**src/rtl/spi_pkg.sv**
```systemverilog
// Shared definitions for the SPI sensor arbiter and its helpers.
package spi_pkg;

    localparam int unsigned SPI_DW = 32;

    // Receive word substituted when the watchdog aborts a transaction (all fault bits set).
    localparam logic [SPI_DW-1:0] SPI_TIMEOUT_WORD = 32'h0000_0007;

    typedef enum logic [1:0] {
        IDLE   = 2'd0,
        START  = 2'd1,
        SHIFT  = 2'd2,
        FINISH = 2'd3
    } spi_state_e;

endpackage

```
**src/rtl/rr_pick.sv**
```systemverilog
// Combinational round-robin picker: first set request at or after ptr+1, wrapping mod N.
module rr_pick #(
    parameter int unsigned N    = 4,
    parameter int unsigned SELW = 2
) (
    input  logic [N-1:0]    req,
    input  logic [SELW-1:0] ptr,
    output logic            found,
    output logic [SELW-1:0] winner
);

    // Walk candidates from farthest to nearest so the nearest hit is written last.
    always_comb begin
        logic [SELW-1:0] cand;
        found  = 1'b0;
        winner = '0;
        cand   = '0;
        for (int k = int'(N); k >= 1; k--) begin
            cand = SELW'((int'(ptr) + k) % int'(N));
            if (req[cand]) begin
                found  = 1'b1;
                winner = cand;
            end
        end
    end

endmodule

```
**src/rtl/spi_sensor_arbiter.sv**
```systemverilog
// Round-robin sharing of one SPI master among N sensor readers, with stall watchdog.
module spi_sensor_arbiter
    import spi_pkg::*;
#(
    parameter int unsigned N       = 4,
    parameter int unsigned SELW    = 2,
    parameter int unsigned TIMEOUT = 1023,
    parameter int unsigned TBITS   = 10
) (
    input  logic              clk,
    input  logic              rst,
    input  logic [N-1:0]      req,
    output logic [N-1:0]      grant,
    output logic [N-1:0]      done,
    output logic [SPI_DW-1:0] rx_data,
    output logic              timeout_err,
    output logic              spi_ena,
    input  logic              spi_not_busy,
    input  logic [SPI_DW-1:0] spi_rx_data,
    output logic [SELW-1:0]   spi_cs_sel
);

    spi_state_e        state, state_nxt;
    logic [SELW-1:0]   ptr, ptr_nxt;
    logic [TBITS-1:0]  wd, wd_nxt;
    logic              to_flag, to_flag_nxt;
    logic [N-1:0]      grant_nxt, done_nxt;
    logic [SPI_DW-1:0] rx_data_nxt;
    logic              timeout_err_nxt, spi_ena_nxt;
    logic [SELW-1:0]   spi_cs_sel_nxt;
    logic              pick_found;
    logic [SELW-1:0]   pick_idx;
    logic              wd_expired;

    rr_pick #(
        .N    (N),
        .SELW (SELW)
    ) u_rr_pick (
        .req    (req),
        .ptr    (ptr),
        .found  (pick_found),
        .winner (pick_idx)
    );

    // State, pointer, watchdog and all outputs are registered here.
    always_ff @(posedge clk) begin
        if (rst) begin
            state       <= IDLE;
            ptr         <= SELW'(N - 1);
            wd          <= '0;
            to_flag     <= 1'b0;
            grant       <= '0;
            done        <= '0;
            rx_data     <= '0;
            timeout_err <= 1'b0;
            spi_ena     <= 1'b0;
            spi_cs_sel  <= '0;
        end else begin
            state       <= state_nxt;
            ptr         <= ptr_nxt;
            wd          <= wd_nxt;
            to_flag     <= to_flag_nxt;
            grant       <= grant_nxt;
            done        <= done_nxt;
            rx_data     <= rx_data_nxt;
            timeout_err <= timeout_err_nxt;
            spi_ena     <= spi_ena_nxt;
            spi_cs_sel  <= spi_cs_sel_nxt;
        end
    end

    // Next-state and next-output logic; the handshake always beats the watchdog.
    always_comb begin
        state_nxt       = state;
        ptr_nxt         = ptr;
        wd_nxt          = wd;
        to_flag_nxt     = to_flag;
        grant_nxt       = grant;
        done_nxt        = '0;
        rx_data_nxt     = rx_data;
        timeout_err_nxt = 1'b0;
        spi_ena_nxt     = spi_ena;
        spi_cs_sel_nxt  = spi_cs_sel;
        wd_expired      = (wd == TBITS'(TIMEOUT - 1));

        case (state)
            IDLE: begin
                if (pick_found) begin
                    state_nxt      = START;
                    ptr_nxt        = pick_idx;
                    grant_nxt      = N'(1) << pick_idx;
                    spi_cs_sel_nxt = pick_idx;
                    spi_ena_nxt    = 1'b1;
                    wd_nxt         = '0;
                    to_flag_nxt    = 1'b0;
                end
            end
            START: begin
                wd_nxt = wd + TBITS'(1);
                if (!spi_not_busy) begin
                    spi_ena_nxt = 1'b0;
                    state_nxt   = SHIFT;
                end else if (wd_expired) begin
                    spi_ena_nxt = 1'b0;
                    rx_data_nxt = SPI_TIMEOUT_WORD;
                    to_flag_nxt = 1'b1;
                    state_nxt   = FINISH;
                end
            end
            SHIFT: begin
                wd_nxt = wd + TBITS'(1);
                if (spi_not_busy) begin
                    rx_data_nxt = spi_rx_data;
                    state_nxt   = FINISH;
                end else if (wd_expired) begin
                    spi_ena_nxt = 1'b0;
                    rx_data_nxt = SPI_TIMEOUT_WORD;
                    to_flag_nxt = 1'b1;
                    state_nxt   = FINISH;
                end
            end
            FINISH: begin
                done_nxt        = N'(1) << ptr;
                timeout_err_nxt = to_flag;
                to_flag_nxt     = 1'b0;
                grant_nxt       = '0;
                state_nxt       = IDLE;
            end
            default: begin
                state_nxt      = IDLE;
                grant_nxt      = '0;
                spi_ena_nxt    = 1'b0;
                spi_cs_sel_nxt = '0;
                to_flag_nxt    = 1'b0;
            end
        endcase
    end

endmodule

```
**config.mk**
```make
export PLATFORM = sky130hd
export DESIGN_NAME = spi_sensor_arbiter
export DESIGN_NICKNAME = d
export VERILOG_FILES = /design/src/rtl/spi_pkg.sv /design/src/rtl/rr_pick.sv /design/src/rtl/spi_sensor_arbiter.sv
export SDC_FILE = /design/constraint.sdc
export NUM_CORES = 1
export LEC_CHECK = 0
export ABC_AREA = 1
export CORE_AREA = 4 4 80 82
export CTS_BUF_LIST = sky130_fd_sc_hd__clkbuf_4 sky130_fd_sc_hd__clkbuf_8 sky130_fd_sc_hd__clkbuf_16
export DETAILED_ROUTE_END_ITERATION = 16
export DIE_AREA = 0 0 84 86
export PLACE_DENSITY = 0.92
export SYNTH_ARGS = -nofsm -noshare
export SYNTH_HDL_FRONTEND = slang
export SYNTH_SLANG_ARGS = --single-unit
```
**constraint.sdc**
```tcl
create_clock -name clk -period 3.2 [get_ports clk]
set_clock_uncertainty 0.05 [all_clocks]
set_input_delay 0.96 -clock clk [delete_from_list [all_inputs] [get_ports clk]]
set_output_delay 0.96 -clock clk [all_outputs]
set_load 0.02 [all_outputs]
```
==> impl_metrics.toml, run 1 <==
[grt]
antenna_found_initial = 0
grt_pass1_wl_um = 11700
grt_overflow = 0
grt_pass1_vias = 2577
grt_max_degree = 30
track_usage_pct = 20.1

[timing]
relSlewSlack_pct = 72.7
tightest_slew_ns = 0.410
fmax_mhz = 415
period_share_pct = 75.4
fin_crit_ns = 2.41
setup_viol = 0
final_max_slew_viol_count = 0
hold_viol_final = 0
rsz0062_at_grt = "false"
setup_tns_ns = 0

[detailed_routing]
vias_per_cell = 5.04
vias = 2691
drt_wl_total_um = 7070
wl_per_cell_um = 13.2
drt_iter0_markers = 117
drt_first_pass_iters = 4
drc = 0
ant_nets = 0

[place]
port-buffer-count = 82
placed_cells = 518
place_congestion = 0.826
dp_hpwl_um = 5090

[setup_path]
crit_fanout = 3
path_depth = 1
cp_slowest_stage_delay_ns = 0.66
reg2reg_to = "wd[0]"
cp.required_ns = 2.19
reg2reg_slack_ns = 1.06
crit_path_top_delay_cell = "clkdlybuf4s50_1"
worstSetupPathType = "reg2out"
worstSetupEndpointType = "primary output"
r2r_start = "state[0]"
crit_path_cell_trace = "clkdlybuf4s50_1"
worst-path-buf-inv = 1
worstPathArrival_ns = 1.40
r2r_cells = 7
cp-start-kind = "register"
path_delay_family = "buffers and inverters"

[worst_hold_path]
min_to = "timeout_err"
holdPathStages = 2
hold_path.class = "reg2reg"
min_from = "to_flag"

[cells_and_area]
seq_area_um2 = 1180
multi_input_comb_area_um2 = 1390
area_delta_synth_final_pct = 38.7
fillerInstances = 461
layout-drive-gt1-share_pct = 12.0
final_cells = 534
n_antenna_cell = 0
nNetsFinal = 500

[cts]
clock-sinks = 59
cts_setup_buffers = 0
clock_latency_ns = 0.34
ctsLongestPathBuffers = 2
clk_pin_slew_ns = 0.07
cts_buffers = 9
htree_levels = 3
cts_tree = "yes"
cts.root.buffer_cell = "clkbuf_8"
ctsHoldBuffers = 0
cts_resized = 0

[synth]
synth-seq-cells = 59
synthTopCellsByCount = "122 x nand2_1, 59 x dfxtp_1, 46 x a21oi_1"
synth_top_area_share_pct = 43.1
ys_warn_count = 0
yosys_most_used_dff = "dfxtp_1"
synth_fp_nets = 415
synth.cell_area_um2 = 2740
synth.avg_cell_area_um2 = 7.43
synth_most_common_cell = "nand2_1"
synth_edf_count = 0
synthTopCellsByArea = "dfxtp_1 43%, nand2_1 17%, a21oi_1 8.4%, nor2_1 3.4%, ha_1 3.2%"
yosys.area.top_type = "dfxtp_1"
yosysSeqAreaShare_pct = 43.1
synth_async_sr_flop_share_pct = 0
netlist_instances = 369
synth_cell_types = 32

[run]
max_cap_violations = 0

[pwr]
vdd_ir_drop_max_v = 0.000412
cellPowerDensity_nw_per_um2 = 661
p_leak_uw = 0.00147

[run_status]
status = "finished, final reports clean"

[floorplanning]
core_um2 = 5750
dieHeight_um = 86
ios = 83
start_util_pct = 47.7
rows = 28
fp.dieW_um = 84
dieArea_um2 = 7220
[metal layers]
layer	routed length (um)	track usage [%]	up-vias
li1	-	-	1360
met1	2910	22.5	1239
met2	3670	35.7	75
met3	309	5.09	17
met4	186	9.36	0
met5	0	0	-
[cell families after synthesis]
logic type	count (synthesis)	synth area share, %
buffers and inverters	40	6.03
DFF	59	43.1
and+or+nand+nor	192	31.3
adders and majority gates	7	3.20
AOI/OAI and AO/OA	65	14.5
xor gates and xnor gates	6	1.92
[per-stage QoR]
| step | util, % | hold slack [ns] | total power [uW] | area, um2 | setup slack, ns |
|---|---|---|---|---|---|
| after floorplan | - | 0.362 | 1630 | 2740 | 1.19 |
| final | 66.2 | 0.385 | 2510 | 3800 | 0.789 |
| after global placement | 63.2 | 0.375 | 1890 | 3630 | 0.627 |
| after detailed placement | 63.2 | 0.375 | 1930 | 3630 | 0.547 |
| after CTS | 66.2 | 0.386 | 2520 | 3800 | 0.784 |
| after global routing | 66.2 | 0.415 | 2660 | 3800 | 0.772 |
[registers in the layout, summed over array words and instances, names as in the netlist]
register     cells
done             4
ptr              2
timeout_err      1
spi_cs_sel       2
wd              10
to_flag          1
rx_data         32
state            2
spi_ena          1
grant            4
[tightest hold or removal path, cell delays in order, from the launching register on]
cell and delay [ns]:
dfxtp_1 0.30, inv_1 0.05, nor2_1 0.04
[cell usage in the layout, fill, tap and decap left out, drive strengths merged]
cell / Yosys / routed
clkinv: 1 / 5
clkbuf: 10 / 9
nand3: 18 / 18
xor2: 6 / 6
nand3b: 1 / 1
a21boi: 1 / 1
inv: 26 / 27
o211ai: 2 / 2
nor2: 26 / 26
ha: 7 / 7
dfxtp: 59 / 59
a21oi: 51 / 51
nand4: 5 / 5
o221a: 3 / 3
o21ai: 8 / 8
clkinvlp: 0 / 2
or2: 1 / 1
clkdlybuf4s50: 0 / 82
nor3: 5 / 5
buf: 3 / 5
nand2: 136 / 136
[report_power, final]
part / internal (uW) / switching (uW)
logic: 380 / 661
clock network: 277 / 308
registers: 813 / 74.9
[cell type report]
class	count	share of cell area (%)
repair buffers	87	22.6
inverters	27	2.80
well taps	75	2.47
multi-input cells	270	36.7
clock inverters	7	1.15
flip-flops and latches	59	31.1
clock buffers	9	3.26
[worst max path at each step]
stage,start,end,slack [ns]
detailed placement,req[0],wd[0],0.55
global placement,req[0],wd[0],0.63
floorplan,req[2],wd[7],1.19
CTS,spi_ena,spi_ena,0.78
global route,spi_not_busy,rx_data[25],0.77
finish,spi_ena,spi_ena,0.79
No activity file was read; power rests on OpenSTA's default activity.
==> run 2: changes to the inputs <==
--- a/config.mk
+++ b/config.mk
@@ -6,11 +6,11 @@
 export NUM_CORES = 1
 export LEC_CHECK = 0
 export ABC_AREA = 1
-export CORE_AREA = 4 4 80 82
+export CORE_AREA = 4 4 82 84
 export CTS_BUF_LIST = sky130_fd_sc_hd__clkbuf_4 sky130_fd_sc_hd__clkbuf_8 sky130_fd_sc_hd__clkbuf_16
 export DETAILED_ROUTE_END_ITERATION = 16
-export DIE_AREA = 0 0 84 86
-export PLACE_DENSITY = 0.92
+export DIE_AREA = 0 0 86 88
+export PLACE_DENSITY = 0.88
 export SYNTH_ARGS = -nofsm -noshare
 export SYNTH_HDL_FRONTEND = slang
 export SYNTH_SLANG_ARGS = --single-unit
==> constraint.sdc (replaced) <==
create_clock -name clk -period 2.45 [get_ports clk]
set_clock_uncertainty 0.05 [all_clocks]
set_input_delay 0.735 -clock clk [delete_from_list [all_inputs] [get_ports clk]]
set_output_delay 0.735 -clock clk [all_outputs]
set_load 0.02 [all_outputs]
==> run 2 against run 1 <==
Against the previous run: sequential share of layout area shrank 0.45 points; cell area grew 1.5%; clock-buffer cell count rose by 1; hold slack improved by 0.025 ns; total power is 38% higher; first-iteration DRC count is 27% lower; sequential cell count unchanged; register-to-register slack worse by 0.67 ns.
==> impl_metrics.toml, run 2 (synthesized netlist as in run 1, its figures left out) <==
[run_status]
status = "finished, final reports clean"

[timing]
setup_tns_ns = 0
tightest_slew_ns = 0.438
fin_crit_ns = 2.11
setup_viol = 0
period_share_pct = 86.2
rsz0062_at_grt = "false"
relSlewSlack_pct = 70.8
hold_viol_final = 0
fmax_mhz = 473
final_max_slew_viol_count = 0

[detailed_routing]
drt_first_pass_iters = 4
vias_per_cell = 4.96
drt_iter0_markers = 85
drc = 0
ant_nets = 0
vias = 2651
wl_per_cell_um = 12.5
drt_wl_total_um = 6680

[cts]
cts_setup_buffers = 0
cts.root.buffer_cell = "clkbuf_8"
clk_pin_slew_ns = 0.06
cts_resized = 0
cts_buffers = 9
ctsHoldBuffers = 0
ctsLongestPathBuffers = 2
clock-sinks = 59
cts_tree = "yes"
htree_levels = 3
clock_latency_ns = 0.34

[setup_path]
worstSetupPathType = "reg2out"
crit_path_top_delay_cell = "clkdlybuf4s50_1"
reg2reg_slack_ns = 0.39
crit_fanout = 3
worst-path-buf-inv = 1
worstPathArrival_ns = 1.33
cp.required_ns = 1.66
worstSetupEndpointType = "primary output"
cp-start-kind = "register"
cp_slowest_stage_delay_ns = 0.63
path_delay_family = "buffers and inverters"
crit_path_cell_trace = "clkdlybuf4s50_1"

[pwr]
cellPowerDensity_nw_per_um2 = 900
p_leak_uw = 0.00150
vdd_ir_drop_max_v = 0.000713

[grt]
grt_pass1_vias = 2457
track_usage_pct = 18.2
grt_max_degree = 30
grt_overflow = 0
antenna_found_initial = 0
grt_pass1_wl_um = 10900

[cells_and_area]
final_common_cell = "nand2_1"
layout-drive-gt1-share_pct = 12.0
largest_register_ffs = 32
area_delta_synth_final_pct = 40.8
nNetsFinal = 500
top_regs = "rx_data x32, wd x10"
n_antenna_cell = 0
utilization_pct = 65.2
top_register = "rx_data"
layout_common_cells = "122 x nand2_1, 82 x clkdlybuf4s50_1, 59 x dfxtp_1, 46 x a21oi_1, 25 x nor2_1"
fillerInstances = 489

[floorplanning]
core_um2 = 5920
rows = 28
dieHeight_um = 88
start_util_pct = 46.3
fp.dieW_um = 86
ios = 83
dieArea_um2 = 7570

[worst_hold_path]
hold_path.class = "reg2reg"

[place]
port-buffer-count = 82
place_congestion = 0.842
dp_hpwl_um = 4860

[run]
max_cap_violations = 0
[run 2: layer usage]
metal | routed length, um | track usage, % | part of all wire [%] | up-vias
met1 | 2850 | 20.1 | 43 | 1222
li1 | - | - | - | 1361
met2 | 3400 | 32.1 | 51 | 62
met3 | 350 | 5.17 | 5.2 | 6
met5 | 0 | 0 | 0 | -
met4 | 79 | 8.92 | 1.2 | 0
[run 2: path summary, 6_finish.rpt]
path | endpoint | from | cells after the start
worst max register to register | wd[0] | state[0] | 7
worst min register to register | timeout_err | to_flag | 2
worst min-delay path | timeout_err | to_flag | 2
worst max-delay path | spi_ena | spi_ena | 1
[run 2: cell type report]
cell class	instances	area [um2]	share of cell area, %
Multi-Input combinational cell	270	1390	36.1
Clock buffer	10	131	3.41
Sequential cell	59	1180	30.6
Inverter	27	106	2.76
Timing Repair Buffer	87	871	22.6
Clock inverter	6	80.1	2.08
Tap cell	75	93.8	2.43
[run 2: per-stage QoR]
stage	std cells	hold slack [ns]	instance area [um2]	setup WS, ns	power [uW]
finish	534	0.410	3860	0.337	3470
global route	534	0.430	3860	0.232	3680
CTS	534	0.412	3860	0.315	3490
detailed placement	518	0.398	3650	0.0558	2520
global placement	518	0.381	3650	0.101	2470
floorplan	369	0.362	2740	0.661	2130
[run 2: report_power, final]
part / total (uW) / switching, uW / leakage (uW) / internal [uW]
clock network: 952 / 376 / 0.000113 / 576
logic: 1360 / 866 / 0.000909 / 498
registers: 1160 / 95.3 / 0.000478 / 1060
==> run 3: changes to the inputs <==
--- a/config.mk
+++ b/config.mk
@@ -6,11 +6,13 @@
 export NUM_CORES = 1
 export LEC_CHECK = 0
 export ABC_AREA = 1
-export CORE_AREA = 4 4 82 84
+export CORE_AREA = 4 4 81 83
 export CTS_BUF_LIST = sky130_fd_sc_hd__clkbuf_4 sky130_fd_sc_hd__clkbuf_8 sky130_fd_sc_hd__clkbuf_16
 export DETAILED_ROUTE_END_ITERATION = 16
-export DIE_AREA = 0 0 86 88
+export DIE_AREA = 0 0 85 87
+export HOLD_SLACK_MARGIN = 0.02
 export PLACE_DENSITY = 0.88
 export SYNTH_ARGS = -nofsm -noshare
 export SYNTH_HDL_FRONTEND = slang
+export SYNTH_HIERARCHICAL = 1
 export SYNTH_SLANG_ARGS = --single-unit
==> run 3 against run 2 <==
Against the previous run: critical endpoint is now grant[0]; hold slack got worse by 0.0010 ns; sequential share of layout area increased by 1.1 points; largest cell class unchanged; largest power group is now sequential cells; worst setup slack got worse by 0.10 ns; core utilization decreased by 1.4 points; combinational power decreased by 28%; sequential cell count unchanged; area after synthesis decreased by 3.3%; die area decreased by 2.3%; global-route usage decreased by 0.083 points.
==> impl_metrics.toml, run 3 <==
[cts]
htree_levels = 3
clock_latency_ns = 0.33
ctsLongestPathBuffers = 2
cts_buffers = 9
ctsHoldBuffers = 0
clock-sinks = 59
clk_pin_slew_ns = 0.07
cts_setup_buffers = 0
cts_tree = "yes"
cts_resized = 0
cts.root.buffer_cell = "clkbuf_8"

[synth]
synth_cell_types = 35
synth.cell_area_um2 = 2650
synth.avg_cell_area_um2 = 7.53
yosysSeqAreaShare_pct = 44.6
synthTopCellsByArea = "dfxtp_1 45%, nand2_1 15%, a21oi_1 8.9%, inv_1 4.7%, ha_1 3.3%"
yosys.area.top_type = "dfxtp_1"
netlist_instances = 352
synth_top_area_share_pct = 44.6
synth_most_common_cell = "nand2_1"
yosys_most_used_dff = "dfxtp_1"
synth_edf_count = 0
synth_async_sr_flop_share_pct = 0
synth-seq-cells = 59
synthTopCellsByCount = "108 x nand2_1, 59 x dfxtp_1, 47 x a21oi_1"
ys_warn_count = 6
synth_fp_nets = 398

[grt]
antenna_found_initial = 0
grt_max_degree = 35
grt_pass1_vias = 2558
track_usage_pct = 18.1
grt_pass1_wl_um = 10800
grt_overflow = 0

[timing]
tightest_slew_ns = 0.494
hold_viol_final = 0
relSlewSlack_pct = 67.0
fmax_mhz = 451
period_share_pct = 90.5
worst_hold_slack_ns = 0.409
setup_viol = 0
fin_crit_ns = 2.22
rsz0062_at_grt = "false"
final_max_slew_viol_count = 0
setup_tns_ns = 0

[pwr]
vdd_ir_drop_max_v = 0.000526
power.share.clock_pct = 29.3
internal_power_uw = 1950
seq_power_share_pct = 37.8
p_total_uw = 3000
p_switching_uw = 1050
swShare_pct = 34.9
p_leak_uw = 0.00147
p_comb_share_pct = 32.9
cellPowerDensity_nw_per_um2 = 804

[detailed_routing]
drt_iter0_markers = 123
drt_first_pass_iters = 5
wl_per_cell_um = 12.3
ant_nets = 0
vias_per_cell = 4.92
drt_wl_total_um = 6370
drc = 0
vias = 2550

[setup_path]
reg2reg_to = "grant[0]"
cp-startpoint = "req[1]"
worstPathArrival_ns = 2.39
cp.required_ns = 2.62
crit_end = "grant[0]"
reg2reg_slack_ns = 0.41
crit_fanout = 8
worstSetupEndpointType = "register"
cp-start-kind = "input port"
r2r_cells = 10
worstSetupPathType = "in2reg"
r2r_start = "ptr[0]"

[cells_and_area]
largest_register_ffs = 32
layout-drive-gt1-share_pct = 11.5
top_regs = "rx_data x32, wd x10"
nNetsFinal = 484
layout_common_cells = "108 x nand2_1, 82 x clkdlybuf4s50_1, 59 x dfxtp_1, 47 x a21oi_1, 33 x inv_1"
n_antenna_cell = 0
area_delta_synth_final_pct = 40.7
final_common_cell = "nand2_1"
top_register = "rx_data"
final_cells = 518

[place]
dp_hpwl_um = 4780
placed_cells = 502
place_congestion = 0.820
port-buffer-count = 82

[floorplanning]
fp.dieW_um = 85
core_um2 = 5850
start_util_pct = 45.3
dieHeight_um = 87
rows = 28
dieArea_um2 = 7400
ios = 83

[run_status]
status = "finished, final reports clean"

[run]
max_cap_violations = 0

[worst_hold_path]
hold_path.class = "reg2reg"
[run 3: worst min path at each step]
stage	slack [ns]	depth (start not counted)	to	startpoint
2_1_floorplan	0.36	2	timeout_err	to_flag
3_3_place_gp	0.40	2	rx_data[18]	rx_data[18]
3_5_place_dp	0.40	2	rx_data[11]	rx_data[11]
4_1_cts	0.41	2	timeout_err	to_flag
5_1_grt	0.43	2	timeout_err	to_flag
6_report	0.41	2	timeout_err	to_flag
[run 3: cell type report]
cell class	count	area (um2)
clock inverters	5	52.6
repair buffers	87	871
multi-input cells	243	1240
well taps	75	93.8
fillers	492	2120
clock buffers	11	145
flip-flops and latches	59	1180
inverters	38	148
[run 3: power by group through the flow]
| stage | registers, uW | clock network (uW) | logic, uW |
|---|---|---|---|
| floorplan | 1180 | 0 | 624 |
| global placement | 1150 | 0 | 933 |
| detailed placement | 1150 | 0 | 972 |
| CTS | 1130 | 905 | 978 |
| global route | 1150 | 950 | 1090 |
| finish | 1130 | 878 | 986 |
[run 3: metrics by stage]
stage | worst slack (ns) | area, um2 | util [%]
after floorplan | 0.485 | 2650 | -
after global placement | 0.00561 | 3530 | 60.4
after detailed placement | -0.102 | 3530 | 60.4
after CTS | 0.258 | 3730 | 63.7
after global routing | 0.0785 | 3730 | 63.7
final | 0.232 | 3730 | 63.7
[run 3: critical path: stages]
cell	delay, ns
clkdlybuf4s50_1	0.40
inv_1	0.08
nand2_1	0.08
and2_4	0.19
nor2_2	0.10
nand2_1	0.12
nand2_4	0.11
inv_1	0.08
a21oi_1	0.17
inv_2	0.09
o21ai_0	0.18
a21oi_1	0.07
[run 3: kinds of logic (layout without fill, tap and decap cells)]
kind of cell	count (synthesis)	count (layout)	synth area share (%)
AO/OA/AOI/OAI	76	76	16.5
buffers and inverters	50	141	8.73
AND/OR/NAND/NOR	160	160	26.9
adder cells (fa/ha/maj)	7	7	3.30
flip-flops	59	59	44.6
[run 3: layer usage]
| metal | vias up | GRT usage, % | share of wire (%) |
|---|---|---|---|
| met1 | 1153 | 19.3 | 42 |
| met4 | 0 | 7.19 | 1.6 |
| met2 | 90 | 30.4 | 48 |
| met5 | - | 0 | 0 |
| met3 | 10 | 9.46 | 9.0 |
| li1 | 1297 | - | - |
